--- config.mk ---
export PLATFORM = sky130hd
export DESIGN_NAME = mul_arbiter
export DESIGN_NICKNAME = d
export VERILOG_FILES = /design/src/rtl/mul_arbiter.sv
export SDC_FILE = /design/constraint.sdc
export NUM_CORES = 1
export LEC_CHECK = 0
export ABC_AREA = 1
export CORE_AREA = 2 2 103 105
export CTS_CLUSTER_DIAMETER = 60
export DETAILED_ROUTE_END_ITERATION = 10
export DIE_AREA = 0 0 105 107
export GPL_TIMING_DRIVEN = 0
export PLACE_DENSITY = 0.59
export SLEW_MARGIN = 15
export SYNTH_ARGS = -nofsm -noshare
export SYNTH_HDL_FRONTEND = slang
export SYNTH_SLANG_ARGS = --single-unit
--- constraint.sdc ---
create_clock -name Clk -period 4.35 [get_ports Clk]
set_input_delay 0.87 -clock Clk [delete_from_list [all_inputs] [get_ports Clk]]
set_output_delay 0.87 -clock Clk [all_outputs]
set_load 0.005 [all_outputs]
--- src/rtl/mul_arbiter.sv ---
// Two-requester arbiter sharing one MUL datapath; latches the winner's operands and holds the tagged product until acknowledged.
// Build option: define MUL_ARB_PRIO_EN for fixed priority (requester 0 wins); default is round-robin.

module MUL #(
   parameter int DATAWIDTH = 8
) (
   input  logic [DATAWIDTH-1:0]   a,
   input  logic [DATAWIDTH-1:0]   b,
   output logic [2*DATAWIDTH-1:0] prod
);
   logic [2*DATAWIDTH-1:0] a_ext;
   logic [2*DATAWIDTH-1:0] b_ext;

   assign a_ext = {{DATAWIDTH{1'b0}}, a};
   assign b_ext = {{DATAWIDTH{1'b0}}, b};
   assign prod  = a_ext * b_ext;
endmodule

// state   | meaning
// IDLE    | arbitrate; combinational grant, latch winner operands and id
// COMPUTE | shared multiplier evaluates latched operands
// DONE    | product held with Valid until Ack
module mul_arbiter #(
   parameter int DATAWIDTH = 8
) (
   input  logic                   Clk,
   input  logic                   Rst,
   input  logic                   Req0,
   input  logic [DATAWIDTH-1:0]   A0,
   input  logic [DATAWIDTH-1:0]   B0,
   output logic                   Gnt0,
   input  logic                   Req1,
   input  logic [DATAWIDTH-1:0]   A1,
   input  logic [DATAWIDTH-1:0]   B1,
   output logic                   Gnt1,
   output logic [2*DATAWIDTH-1:0] D,
   output logic                   Valid,
   output logic                   Id,
   input  logic                   Ack
);
   typedef enum logic [1:0] {S_IDLE, S_COMPUTE, S_DONE} state_t;

   state_t                 state;
   logic [DATAWIDTH-1:0]   op_a;
   logic [DATAWIDTH-1:0]   op_b;
   logic [2*DATAWIDTH-1:0] prod;
   logic                   pick0;
   logic                   pick1;
   logic                   in_idle;

`ifdef MUL_ARB_PRIO_EN
   assign pick0 = Req0;
`else
   logic last;
   // Requester 0 wins contention only when requester 1 took the previous grant
   assign pick0 = Req0 & (~Req1 | last);
`endif
   assign pick1 = Req1 & ~pick0;

   // Rst gates the grants so they read low while reset is asserted
   assign in_idle = Rst & (state == S_IDLE);
   assign Gnt0    = in_idle & pick0;
   assign Gnt1    = in_idle & pick1;

   MUL #(.DATAWIDTH(DATAWIDTH)) u_mul (
      .a    (op_a),
      .b    (op_b),
      .prod (prod)
   );

   always_ff @(posedge Clk or negedge Rst) begin
      if (!Rst) begin
         state <= S_IDLE;
         op_a  <= '0;
         op_b  <= '0;
         D     <= '0;
         Valid <= 1'b0;
         Id    <= 1'b0;
`ifndef MUL_ARB_PRIO_EN
         last  <= 1'b1;
`endif
      end else begin
         case (state)
            S_IDLE: begin
               if (pick0 || pick1) begin
                  op_a  <= pick1 ? A1 : A0;
                  op_b  <= pick1 ? B1 : B0;
                  Id    <= pick1;
`ifndef MUL_ARB_PRIO_EN
                  last  <= pick1;
`endif
                  state <= S_COMPUTE;
               end
            end
            S_COMPUTE: begin
               D     <= prod;
               Valid <= 1'b1;
               state <= S_DONE;
            end
            S_DONE: begin
               if (Ack) begin
                  Valid <= 1'b0;
                  state <= S_IDLE;
               end
            end
            default: state <= S_IDLE;
         endcase
      end
   end
endmodule

==> flow_metrics.tcl <==
set metrics [dict create \
    wl_per_cell_um 12.0 \
    nets 721 \
    hp-class "in -> async" \
    place_congestion 0.855 \
    period_needed_ps 4040 \
    setup_viol 0 \
    hold_buffers 0 \
    totalNegativeSetupSlack_ps 0 \
    synth-seq-cells 37 \
    final_layout_size_suffix_gt1_frac 0.0555 \
    crit_fanout 9 \
    synthXorXnorAreaFrac 0.00882 \
    synth-compound-area-share 0.0709 \
    start_kind "register" \
    synthCells 561 \
    synth_area_per_cell_um2 7.08 \
    yosysWarnings 0 \
    dpl.hpwl_um 7310 \
    htree_levels 2 \
    port_buffers 56 \
    cts.path.max_buffers 2 \
    rsz0062_at_grt "false" \
    antenna_left 0 \
    yosysUniqueCellTypes 28 \
    fin_cells 749 \
    synthAdderAreaFrac 0.295 \
    coreArea_mm2 0.0101 \
    rows 37 \
    synthesis.nets 670 \
    grt_usage 0.180 \
    die_x_um 105 \
    via_count 3359 \
    cp_data_required_time_ps 4550 \
    antenna_found_initial 0 \
    reg2reg_depth 17 \
    worstSetupEndpointType "register" \
    grt_max_degree 34 \
    grt_pass1_vias 3494 \
    final_area_mm2 0.00481 \
    cts_root_buf "clkbuf_8" \
    final.period_utilization 0.929 \
    worst_pin_slew_ps 476 \
    die-area_mm2 0.0112 \
    maxCapViolations 0 \
    crit_type "reg -> reg" \
    synth_top_family_by_area "adder cells" \
    drtPass1Iterations 4 \
    area_delta_synth_final_pct 21.0 \
    finalClockSkew_ps 13.0 \
    overflow 0 \
    clock_sinks 37 \
    die_h_um 107 \
    clk_pin_slew_ps 90 \
    numCtsBuffers 5 \
    routed_wl_um 8960 \
    yosysSeqAreaShare 0.233 \
    outcome "finished clean" \
    drc 0 \
    clk_latency_ps 300 \
    grt_use_met1 0.236 \
    netlist_area_mm2 0.00397 \
    busiest_layer "met2" \
    io_pins 57 \
    clock.fmax_mhz 247 \
    grt_pass1_wl_um 16300 \
    placed_cell_area_mm2 0.00472 \
    yosys.area_share.simple 0.220 \
    finalHoldViolCount 0 \
    use_met2 0.321 \
    antenna-diode-count 0 \
    dp.cells 754 \
    timing.slew.headroom 0.683 \
    avgViaCountPerCell 4.48 \
    arrival_ps 4240 \
    drt_iter0_markers 157 \
    start_util 0.394 \
    grtUsageMet3 0.0237 \
    slew_viol_final 0 \
    synth.area.mux_share 0 \
    tritoncts "built" \
]
==> placed cells by master (no fill, tap or decap) <==
cell type	n
a2111oi_0	1
a21oi_1	20
a21oi_2	1
a21oi_4	1
and2_1	1
buf_1	1
buf_12	1
buf_2	3
buf_4	3
buf_6	1
bufinv_16	1
clkbuf_1	5
clkbuf_8	5
clkdlybuf4s50_1	55
clkinv_4	1
clkinvlp_4	1
dfrtp_1	25
dfrtp_2	11
dfstp_2	1
fa_1	36
ha_1	36
inv_1	152
nand2_1	155
nand3_1	17
nand3_2	1
nand4_1	4
nor2_1	38
nor3b_1	1
o211ai_1	2
o21ai_0	17
o21ai_1	8
o31ai_1	1
or2_2	2
or2_4	1
xnor2_1	3
xor2_1	1
==> layer usage <==
layer	wire, um	vias to the layer above
li1	-	1738
met1	4130	1551
met2	4370	65
met3	404	5
met4	53	0
met5	0	-
==> cells by family after synthesis <==
group / count (synthesis)
buffers and inverters: 177
flip-flops: 37
XOR/XNOR: 4
AO/OA/AOI/OAI: 51
adder cells (fa/ha/maj): 72
AND/OR/NAND/NOR: 220
==> repair_timing <==
item / in CTS / in global routing
resized for setup: 0 / 12
setup endpoints to repair: 4 / 8
pin swaps: 0 / 0
buffers inserted: 0 / 1
==> Yosys cell counts <==
library cell | n | area [um2]
dfstp_2 | 1 | 26.3
dfrtp_1 | 36 | 901
a2111oi_0 | 1 | 8.76
nand3_1 | 18 | 90.1
buf_2 | 2 | 10.0
xnor2_1 | 3 | 26.3
or2_2 | 2 | 12.5
and2_1 | 1 | 6.26
a21oi_2 | 1 | 8.76
o31ai_1 | 1 | 7.51
o21ai_1 | 8 | 40.0
buf_6 | 1 | 11.3
nand4_1 | 4 | 25.0
nand2_1 | 155 | 582
or2_4 | 1 | 8.76
xor2_1 | 1 | 8.76
a21oi_1 | 20 | 100
inv_1 | 152 | 571
buf_4 | 2 | 15.0
o21ai_0 | 17 | 85.1
fa_1 | 36 | 721
o211ai_1 | 2 | 15.0
a21oi_4 | 1 | 16.3
nor3b_1 | 1 | 7.51
buf_1 | 1 | 3.75
nor2_1 | 38 | 143
ha_1 | 36 | 450
clkbuf_1 | 19 | 71.3
==> sequential cells by signal (all words and copies together), names as in the netlist <==
| register | count |
|---|---|
| op_a | 8 |
| last | 1 |
| op_b | 8 |
| D | 16 |
| Valid | 1 |
| Id | 1 |
| state | 2 |
==> critical path, cell delays in order, from the launching register on <==
cell and delay, ps:
dfrtp_2 480, nand2_1 110, fa_1 520, fa_1 550, inv_1 60, fa_1 530
inv_1 60, fa_1 530, inv_1 40, ha_1 350, nand2_1 110, nor2_1 150
and2_1 140, nand2_1 60, nand3_1 70, nand2_1 50, nand3_1 70, nand2_1 60
==> through the flow <==
| stage | worst slack [ps] | utilization | hold slack (ps) |
|---|---|---|---|
| finish | 309 | 0.476 | 386 |
| global route | 11.8 | 0.476 | 372 |
| CTS | 2.08 | 0.478 | 376 |
| detailed placement | -65.8 | 0.467 | 460 |
| global placement | -286 | 0.466 | 461 |
| floorplan | 403 | - | 465 |
==> final timing paths <==
check                           endpoint  slack [ps]    start
worst min register to register      D[2]         480     D[2]
worst max-delay path               D[15]         310  op_b[7]
min in group Clk                    D[2]         480     D[2]
worst min-delay path                D[1]         390      Rst
worst max register to register     D[15]         310  op_b[7]
max in group asynchronous           last        3470      Rst
==> layout make-up <==
type | count | area (um2)
plain buffers | 11 | 58.8
repair buffers | 58 | 583
fillers | 1094 | 5290
well taps | 136 | 170
inverters | 152 | 571
flip-flops and latches | 37 | 941
clock inverters | 3 | 46.3
clock buffers | 5 | 68.8
multi-input cells | 347 | 2370
Power is not shown: default switching activity piles up to over one toggle a cycle in this logic, so the estimate is an artifact.
==> variant (same flow settings) <==
Reset style: synchronous (`Rst`), changed in one clocked block.
--- a/src/rtl/mul_arbiter.sv
+++ b/src/rtl/mul_arbiter.sv
@@ -68,7 +68,7 @@
       .prod (prod)
    );
 
-   always_ff @(posedge Clk or negedge Rst) begin
+   always_ff @(posedge Clk) begin
       if (!Rst) begin
          state <= S_IDLE;
          op_a  <= '0;
Formal check against the unedited RTL: not equivalent (a bounded check fails within 4 cycles, from zero or initial values and one cycle with Rst low; the reset may be asserted at any time).
==> variant against the original RTL <==
Count of clock-buffer cells in the layout unchanged; critical path depth unchanged; routed wire length shrank 2.2%; design area is 1.6% higher; area after synthesis up 2.1%; setup slack better by 24 ps; utilization rose by 0.77 points; fmax rose by 0.60%; sequential cell count is the same; non-clock buffer count is 1 lower; synthesized cell count up 4.5%; first-iteration DRC count shrank 25%; critical endpoint is now D[15]$_SDFFE_PN0P_; largest cell class unchanged; highest routed layer unchanged.
Power is left out: it rests on default switching activity, and per cell area and clock period it moved more than threefold.
==> variant: results (changes against the original RTL) <==
status=finished clean (unchanged); CP max stage cell=dfxtp_1 (was fa_1); period utilisation layout=0.924 (was 0.929); first-pass GRT wire length=15600 um (was 16300 um); WHS=474 ps (was 386 ps); WP data arrival=4230 ps (was 4240 ps); Clock Skew=10.9 ps (was 13.0 ps); vias in the first global route=3530 (was 3494); HP Class=reg -> reg (was in -> async); starting DRC count in detailed routing=118 (was 157); post-synth net total=695 (was 670); GR Util All Layers=0.172 (was 0.180); commonest cells in the netlist=nand2_1 (154), inv_1 (148), nor2_1 (41), dfxtp_1 (37) (was nand2_1 (155), inv_1 (152), nor2_1 (38)); routed vias/inst=4.46 (was 4.48); Cells after Synth=586 (was 561); placed cells=778 (was 754); root buffer cell=clkbuf_8 (unchanged); synth top area cells=dfxtp_1 (18%), fa_1 (18%), nand2_1 (14%) (was dfrtp_1 (23%), fa_1 (18%), nand2_1 (15%)); fin cells=772 (was 749); H-tree depth=2 (unchanged); nets=744 (was 721); biggest regs=D: 16 flops, op_a: 8 flops, op_b: 8 flops (unchanged); Synth async-reset ratio=0 (was 1.00); routability cong.=0.795 (was 0.855); Setup WS pre-CTS=50.4 ps (was -65.8 ps); post-synthesis sequential area ratio=0.183 (was 0.233); top_reg_cell synth=dfxtp_1 (was dfrtp_1); placed cell area=0.00479 sq mm (was 0.00472 sq mm); post-synth cell types=30 (was 28); FF-to-FF setup slack=330 ps (was 310 ps); share of cells above drive strength 1=0.104 (was 0.0555)
[variant: cell count changes after synthesis, sizes merged, moves of 3 or more]
cell    unedited run  this run
o211ai             2        16
nor2              38        42
xor2               1         4
nand3             18        37
buf                6         9
dfxtp              0        37
a21oi             22        10
dfrtp             36         0
o21ai             25         9
nand2            155       163
inv              152       160
[variant: logic make-up after synthesis]
kind of cell	share of synthesized area
XOR/XNOR	0.0108
flip-flops	0.183
AND/OR/NAND/NOR	0.265
AO/OA/AOI/OAI	0.0716
buffers and inverters	0.182
adder cells (fa/ha/maj)	0.289
[variant: layer usage]
| metal | track usage | vias up | share of wire |
|---|---|---|---|
| met2 | 0.310 | 63 | 0.47 |
| met5 | 0 | - | 0 |
| met3 | 0.0231 | 9 | 0.033 |
| met1 | 0.213 | 1551 | 0.48 |
| li1 | - | 1817 | - |
| met4 | 0.0495 | 0 | 0.014 |
[variant: worst paths after layout]
kind | start | end | cells past startpoint
worst min-delay path | D[0]$_SDFFE_PN0P_ | D[0]$_SDFFE_PN0P_ | 2
worst min register to register | D[0]$_SDFFE_PN0P_ | D[0]$_SDFFE_PN0P_ | 2
worst max-delay path | op_a[5]$_SDFFE_PN0P_ | D[15]$_SDFFE_PN0P_ | 17
worst max register to register | op_a[5]$_SDFFE_PN0P_ | D[15]$_SDFFE_PN0P_ | 17
[variant: cell type report]
type | instances | area (sq um)
tap | 136 | 170
buffer | 12 | 81.3
fill | 1096 | 5210
clock buffer | 5 | 68.8
multi-input combinational | 363 | 2580
inverter | 160 | 603
sequential | 37 | 752
timing repair buffer | 56 | 561
clock inverter | 3 | 68.8
[variant: worst max-delay path: cells and delay by family (launching register included)]
family	cells	cell delay [ps]
flops	1	560
buf+inv	4	220
fa+ha+maj	5	2360
simple gates	8	810
